$ cat src/rtl/delay_config_scheduler_pkg.sv
// Shared beamformer constants and the serial-config receiver state encoding.
package beamformer_pkg;

  localparam int NUMBER_OF_BITS = 16;
  localparam int BUFFER_SIZE    = 8;
  localparam int IDX_W          = $clog2(BUFFER_SIZE);
  localparam int CH_W           = 3;
  localparam int CMD_W          = CH_W + IDX_W;

  typedef enum logic [1:0] {
    RX_IDLE,
    RX_SHIFT,
    RX_FULL,
    RX_OVER
  } rx_state_e;

endpackage

$ cat src/rtl/delay_config_scheduler_if.sv
// Config pins in, active delays and status out, between MCU port and channel buffers.
interface delay_config_scheduler_if #(
  parameter int NUM_CHANNELS = 8,
  parameter int IDX_W        = beamformer_pkg::IDX_W
);
  logic                          cfg_sdata;
  logic                          cfg_shift;
  logic                          cfg_latch;
  logic                          frame_start;
  logic                          err_clear;
  logic [NUM_CHANNELS*IDX_W-1:0] read_index;
  logic                          pending;
  logic                          cfg_error;

  modport master (
    output cfg_sdata, cfg_shift, cfg_latch, frame_start, err_clear,
    input  read_index, pending, cfg_error
  );

  modport slave (
    input  cfg_sdata, cfg_shift, cfg_latch, frame_start, err_clear,
    output read_index, pending, cfg_error
  );
endinterface

$ cat src/rtl/delay_config_scheduler_cfg_serial_rx.sv
// 3-wire command receiver: shift register, saturating bit counter and framing FSM.
module cfg_serial_rx #(
  parameter int NUM_CHANNELS = 8,
  parameter int CH_W         = 3,
  parameter int IDX_W        = 3,
  parameter int CMD_W        = CH_W + IDX_W
) (
  input  logic             clk,
  input  logic             rst_n,
  input  logic             sdata,
  input  logic             shift,
  input  logic             latch,
  output logic             cmd_valid,
  output logic             cmd_error,
  output logic [CH_W-1:0]  cmd_channel,
  output logic [IDX_W-1:0] cmd_delay
);
  import beamformer_pkg::*;

  localparam int CNT_W = $clog2(CMD_W + 2);
  localparam logic [CNT_W-1:0] CNT_SAT  = CNT_W'(CMD_W + 1);
  localparam logic [CNT_W-1:0] CNT_LAST = CNT_W'(CMD_W - 1);
  localparam logic [CH_W:0]    NCH      = (CH_W + 1)'(NUM_CHANNELS);

  rx_state_e        state_q, state_sh, state_d;
  logic [CNT_W-1:0] cnt_q, cnt_sh, cnt_d;
  logic [CMD_W-1:0] sreg_q, sreg_sh;
  logic             ch_ok;

  // The shift is applied first; a same-cycle latch judges the post-shift state.
  always_comb begin
    sreg_sh  = sreg_q;
    cnt_sh   = cnt_q;
    state_sh = state_q;
    if (shift) begin
      sreg_sh = {sreg_q[CMD_W-2:0], sdata};
      if (cnt_q != CNT_SAT) cnt_sh = cnt_q + 1'b1;
      unique case (state_q)
        RX_IDLE:  state_sh = RX_SHIFT;
        RX_SHIFT: state_sh = (cnt_q == CNT_LAST) ? RX_FULL : RX_SHIFT;
        RX_FULL:  state_sh = RX_OVER;
        RX_OVER:  state_sh = RX_OVER;
        default:  state_sh = RX_IDLE;
      endcase
    end
    state_d = latch ? RX_IDLE : state_sh;
    cnt_d   = latch ? '0      : cnt_sh;
  end

  assign cmd_channel = sreg_sh[CMD_W-1:IDX_W];
  assign cmd_delay   = sreg_sh[IDX_W-1:0];
  assign ch_ok       = {1'b0, cmd_channel} < NCH;
  assign cmd_valid   = latch && (state_sh == RX_FULL) && ch_ok;
  assign cmd_error   = latch && !cmd_valid;

  always_ff @(posedge clk or negedge rst_n) begin
    if (!rst_n) begin
      state_q <= RX_IDLE;
      cnt_q   <= '0;
      sreg_q  <= '0;
    end else begin
      state_q <= state_d;
      cnt_q   <= cnt_d;
      sreg_q  <= sreg_sh;
    end
  end

endmodule

$ cat src/rtl/delay_config_scheduler.sv
// Stages per-channel delay commands in shadow registers and applies them all on a frame boundary.
module delay_config_scheduler #(
  parameter int NUM_CHANNELS = 8,
  parameter int BUFFER_SIZE  = beamformer_pkg::BUFFER_SIZE,
  parameter int IDX_W        = $clog2(BUFFER_SIZE),
  parameter int CH_W         = beamformer_pkg::CH_W,
  parameter int CMD_W        = CH_W + IDX_W
) (
  input  logic                     clk,
  input  logic                     rst_n,
  delay_config_scheduler_if.slave  bus
);
  import beamformer_pkg::*;

  logic [NUM_CHANNELS-1:0][IDX_W-1:0] shadow_q, shadow_d;
  logic [NUM_CHANNELS-1:0][IDX_W-1:0] active_q, active_d;
  logic [NUM_CHANNELS-1:0]            dirty_q, dirty_d;
  logic                               pending_q, pending_d;
  logic                               err_q, err_d;
  logic                               apply;
  logic                               cmd_valid, cmd_error;
  logic [CH_W-1:0]                    cmd_channel;
  logic [IDX_W-1:0]                   cmd_delay;

  cfg_serial_rx #(
    .NUM_CHANNELS (NUM_CHANNELS),
    .CH_W         (CH_W),
    .IDX_W        (IDX_W),
    .CMD_W        (CMD_W)
  ) u_rx (
    .clk         (clk),
    .rst_n       (rst_n),
    .sdata       (bus.cfg_sdata),
    .shift       (bus.cfg_shift),
    .latch       (bus.cfg_latch),
    .cmd_valid   (cmd_valid),
    .cmd_error   (cmd_error),
    .cmd_channel (cmd_channel),
    .cmd_delay   (cmd_delay)
  );

  assign apply = bus.frame_start && pending_q;

  // A frame copies the old shadow first; a same-cycle command re-dirties its channel for the next frame.
  always_comb begin
    shadow_d = shadow_q;
    active_d = active_q;
    dirty_d  = dirty_q;
    for (int i = 0; i < NUM_CHANNELS; i++) begin
      if (apply) begin
        if (dirty_q[i]) active_d[i] = shadow_q[i];
        dirty_d[i] = 1'b0;
      end
      if (cmd_valid && (cmd_channel == CH_W'(i))) begin
        shadow_d[i] = cmd_delay;
        dirty_d[i]  = 1'b1;
      end
    end
    pending_d = (pending_q && !bus.frame_start) || cmd_valid;
    err_d     = cmd_error || (err_q && !bus.err_clear);
  end

  always_ff @(posedge clk or negedge rst_n) begin
    if (!rst_n) begin
      shadow_q  <= '0;
      active_q  <= '0;
      dirty_q   <= '0;
      pending_q <= 1'b0;
      err_q     <= 1'b0;
    end else begin
      shadow_q  <= shadow_d;
      active_q  <= active_d;
      dirty_q   <= dirty_d;
      pending_q <= pending_d;
      err_q     <= err_d;
    end
  end

  assign bus.read_index = active_q;
  assign bus.pending    = pending_q;
  assign bus.cfg_error  = err_q;

endmodule

$ cat src/flat_wrapper.sv
// flat-port wrapper written by rule: the top's interface ports become plain ports
module delay_config_scheduler_flat import beamformer_pkg::*;
#(
  parameter int NUM_CHANNELS = 8,
  parameter int BUFFER_SIZE  = beamformer_pkg::BUFFER_SIZE,
  parameter int IDX_W        = $clog2(BUFFER_SIZE),
  parameter int CH_W         = beamformer_pkg::CH_W,
  parameter int CMD_W        = CH_W + IDX_W
)
  (clk, rst_n, bus_cfg_sdata, bus_cfg_shift, bus_cfg_latch, bus_frame_start, bus_err_clear, bus_read_index, bus_pending, bus_cfg_error);
  delay_config_scheduler_if #(.NUM_CHANNELS(NUM_CHANNELS), .IDX_W(IDX_W)) bus_i ();
  input  logic clk;
  input  logic rst_n;
  input wire logic [$bits(bus_i.cfg_sdata)-1:0] bus_cfg_sdata;
  input wire logic [$bits(bus_i.cfg_shift)-1:0] bus_cfg_shift;
  input wire logic [$bits(bus_i.cfg_latch)-1:0] bus_cfg_latch;
  input wire logic [$bits(bus_i.frame_start)-1:0] bus_frame_start;
  input wire logic [$bits(bus_i.err_clear)-1:0] bus_err_clear;
  output wire logic [$bits(bus_i.read_index)-1:0] bus_read_index;
  output wire logic [$bits(bus_i.pending)-1:0] bus_pending;
  output wire logic [$bits(bus_i.cfg_error)-1:0] bus_cfg_error;
  assign bus_i.cfg_sdata = bus_cfg_sdata;
  assign bus_i.cfg_shift = bus_cfg_shift;
  assign bus_i.cfg_latch = bus_cfg_latch;
  assign bus_i.frame_start = bus_frame_start;
  assign bus_i.err_clear = bus_err_clear;
  assign bus_read_index = bus_i.read_index;
  assign bus_pending = bus_i.pending;
  assign bus_cfg_error = bus_i.cfg_error;
  delay_config_scheduler #(.NUM_CHANNELS(NUM_CHANNELS), .BUFFER_SIZE(BUFFER_SIZE), .IDX_W(IDX_W), .CH_W(CH_W), .CMD_W(CMD_W)) u_core (.clk(clk), .rst_n(rst_n), .bus(bus_i));
endmodule
$ cat config.mk
export PLATFORM = sky130hd
export DESIGN_NAME = delay_config_scheduler_flat
export DESIGN_NICKNAME = d
export VERILOG_FILES = /design/src/rtl/delay_config_scheduler_pkg.sv /design/src/rtl/delay_config_scheduler_if.sv /design/src/rtl/delay_config_scheduler_cfg_serial_rx.sv /design/src/rtl/delay_config_scheduler.sv /design/src/flat_wrapper.sv
export SDC_FILE = /design/constraint.sdc
export NUM_CORES = 1
export LEC_CHECK = 0
export ABC_AREA = 1
export BUFFER_PORTS_ARGS = -buffer_cell sky130_fd_sc_hd__buf_2
export CORE_AREA = 2 2 111 113
export CTS_BUF_LIST = sky130_fd_sc_hd__clkbuf_4 sky130_fd_sc_hd__clkbuf_8
export CTS_CLUSTER_DIAMETER = 100
export DETAILED_ROUTE_END_ITERATION = 10
export DIE_AREA = 0 0 113 115
export GPL_ROUTABILITY_DRIVEN = 0
export MAX_ROUTING_LAYER = met4
export PLACE_DENSITY = 0.37
export SLEW_MARGIN = 20
export SYNTH_ARGS = -nofsm -noshare
export SYNTH_HDL_FRONTEND = slang
export SYNTH_HIERARCHICAL = 1
export SYNTH_SLANG_ARGS = --single-unit
$ cat constraint.sdc
create_clock -name clk -period 4 [get_ports clk]
set_input_delay 0.6 -clock clk [delete_from_list [all_inputs] [get_ports clk]]
set_output_delay 0.6 -clock clk [all_outputs]
set_load 0.005 [all_outputs]
==> flow_metrics.env <==
export IMPL_antenna_found_initial=0
export IMPL_top_layer="met4"
export IMPL_synthTopCellsByCount="nand2_1, dfrtp_1, o21ai_0"
export IMPL_clkTransAtPathRegs_ps=80
export IMPL_syn_avg_cell_area_sq_um=8.85
export IMPL_cts_max_level=3
export IMPL_grt_usage=0.111
export IMPL_synthTopCellsByArea="dfrtp_1, nand2_1, o21ai_0"
export IMPL_yosysMostFrequentCell="nand2_1"
export IMPL_power_switching_mw=0.356
export IMPL_grt_max_degree=70
export IMPL_multiInputGateArea_sq_um=997
export IMPL_crit_path_end="u_core/shadow_q[10]"
export IMPL_nFillCells=1256
export IMPL_via_per_inst=4.11
export IMPL_dieArea_sq_um=13000
export IMPL_dp_cells=500
export IMPL_cts_hold_buf=0
export IMPL_die_w_microns=113
export IMPL_required_ps=4230
export IMPL_synth_top_area_cell="dfrtp_1"
export IMPL_failed_checks="design-rule violations"
export IMPL_path_class="flop to flop"
export IMPL_cts_made_buffers=9
export IMPL_grt_overflow_total=0
export IMPL_max_clock_freq_ghz=0.483
export IMPL_place_area_sq_um=3210
export IMPL_synth_compound_area_share=0.0781
export IMPL_wl_mm=6.25
export IMPL_total_power_mw=1.66
export IMPL_drive_gt1_frac=0.190
export IMPL_clock_latency_ps=350
export IMPL_critPathArrivalTime_ps=2300
export IMPL_utilization=0.297
export IMPL_pre_cts_ws_ps=1610
export IMPL_synth_seq_area_share=0.602
export IMPL_post_route_period_util=0.517
export IMPL_wl_met3_microns=253
export IMPL_pwr_share_seq=0.438
export IMPL_die_h_microns=115
export IMPL_synth_nets=334
export IMPL_final_cells=516
export IMPL_startpoint="u_core/u_rx/cnt_q[1]"
export IMPL_r2r_start="u_core/u_rx/cnt_q[1]"
export IMPL_hpwl_mm=4.22
export IMPL_report_final_slew_viol_count=0
export IMPL_synthesis_instances=324
export IMPL_leakage_nw=1.94
export IMPL_drtPass1Iterations=7
export IMPL_synth_edf_count=0
export IMPL_rr_endpoint="u_core/shadow_q[10]"
export IMPL_maxCapViolations=0
export IMPL_ys_ff_latch=69
export IMPL_synth_simple_gate_area_frac=0.246
export IMPL_tightest_slew_ps=897
export IMPL_critPathLaunchType="flop"
export IMPL_clockBufferDepth=2
export IMPL_finalNetCount=374
export IMPL_status="complete, but fails checks"
export IMPL_post_cts_resized=0
export IMPL_drc=4
export IMPL_vias=2121
export IMPL_met1Wirelength_mm=3.11
export IMPL_ff2ff_setup_slack_ps=1930
export IMPL_maxSlewHeadroom=0.402
export IMPL_critPathMaxFanout=13
export IMPL_synth_cell_area_sq_um=2870
export IMPL_min_period_ps=2070
export IMPL_tns_ps=0
export IMPL_power_frac_comb=0.060
export IMPL_hp_class="input pin to flop"
export IMPL_yosysUniqueCellTypes=21
export IMPL_synth_adder_area_share=0.0131
export IMPL_whs_ps=416
export IMPL_setup_viol=0
export IMPL_intPower_mw=1.30
export IMPL_grt_pass1_vias=2219
export IMPL_detail_route_antenna_nets=0
export IMPL_clkPwrFrac=0.502
export IMPL_post_drt_wl_per_cell_microns=12.1
export IMPL_vdd_drop_max_mv=0.117
export IMPL_power_density_nw_per_um2=473
export IMPL_finish_instance_area_sq_um=3500
export IMPL_hold_viol=0
export IMPL_drt_iter0_markers=57
export IMPL_swShare=0.215
export IMPL_ys_flop_type="dfrtp_1"
export IMPL_cts_tree="done"
export IMPL_regArea_sq_um=1730
export IMPL_antennaDiodeCount=0
export IMPL_synthToLayoutAreaGrowth_pct=22.1
export IMPL_synthMuxAreaShare=0.0105
export IMPL_setup_ws_ps=1930
export IMPL_rsz0062_at_grt="no"
export IMPL_wl_met2_mm=2.75
export IMPL_synth_top_area_frac=0.602
export IMPL_yosys_warnings=6
export IMPL_clock_root_buffer="clkbuf_8"
export IMPL_post_cts_setup_buffer_count=0
export IMPL_async_flop_share=1.00
export IMPL_cp_end_kind="flop"
export IMPL_synth_xor_area_frac=0
export IMPL_finClkSkew_ps=11.2
export IMPL_synth_top_family_by_area="simple AND/OR/NAND/NOR gates"
export IMPL_grt_pass1_wl_mm=10.8
export IMPL_port_buffers=32
export IMPL_initial_core_util=0.243
export IMPL_clock_sinks=69
export IMPL_rr_worst_depth=11
export IMPL_core_rowCount=40
export IMPL_coreArea_sq_um=11800
export IMPL_boundaryPins=33
==> cell usage in the layout, fill, tap and decap left out <==
cell and count:
buf_2 32, buf_4 5, bufinv_16 5, clkbuf_8 10, clkinvlp_4 1, dfrtp_1 69, ha_1 3, inv_1 21
inv_2 4, inv_6 1, mux2i_1 3, nand2_1 133, nand2_2 3, nand3_1 13, nor2_1 17, nor2_2 4
nor2_4 3, o21ai_0 37, o21ai_1 2, o21ai_2 1, o21bai_1 1, o22ai_2 1
==> routing by layer <==
metal / vias up / GRT usage
met5: - / -
met4: 0 / 0.0561
met3: 9 / 0.0337
met2: 30 / 0.162
met1: 993 / 0.140
li1: 1089 / -
==> power groups by stage <==
stage / Clock [mW] / Sequential, mW / Combinational (mW)
2_1_floorplan: 0 / 0.738 / 0.0610
3_3_place_gp: 0 / 0.739 / 0.103
6_report: 0.831 / 0.726 / 0.0985
3_5_place_dp: 0 / 0.739 / 0.102
5_1_grt: 0.894 / 0.728 / 0.114
4_1_cts: 0.860 / 0.726 / 0.102
==> final cells by class <==
type | instances | share of cell area
sequential | 69 | 0.493
multi-input combinational | 221 | 0.285
timing repair buffer | 37 | 0.0564
tap | 147 | 0.0525
clock inverter | 6 | 0.0450
clock buffer | 10 | 0.0393
inverter | 26 | 0.0293
==> worst min-delay path by stage <==
| stage | startpoint | endpoint | slack (ps) | cells past startpoint |
|---|---|---|---|---|
| after floorplan | rst_n | u_core/bus.cfg_error | 300 | 0 |
| after global placement | u_core/shadow_q[14] | u_core/shadow_q[14] | 470 | 2 |
| after detailed placement | u_core/shadow_q[14] | u_core/shadow_q[14] | 460 | 2 |
| after CTS | bus_err_clear | u_core/bus.cfg_error | 390 | 2 |
| after global routing | bus_cfg_latch | u_core/u_rx/state_q[1] | 410 | 2 |
| final | bus_err_clear | u_core/bus.cfg_error | 420 | 2 |
==> cells by family after synthesis <==
family,count (synthesis)
compound gates,42
fa+ha+maj,3
flops,69
mux,3
simple gates,173
buf+inv,34
==> critical path: stages (launching register included) <==
cell	delay, ps
dfrtp_1	390
inv_1	90
ha_1	170
nand2_1	90
nor2_2	130
mux2i_1	70
nor2_1	170
inv_1	90
nor2_2	400
nand2_1	200
nand2_1	100
nand2_1	50
==> sequential cells by signal, summed over array words and instances, names as in the netlist <==
signal,cells
u_core/bus.cfg_error,1
u_core/bus.pending,1
u_core/bus.read_index,24
u_core/dirty_q,8
u_core/shadow_q,24
u_core/u_rx/cnt_q,3
u_core/u_rx/sreg_q,6
u_core/u_rx/state_q,2
Power figures use the tool's default switching activity.
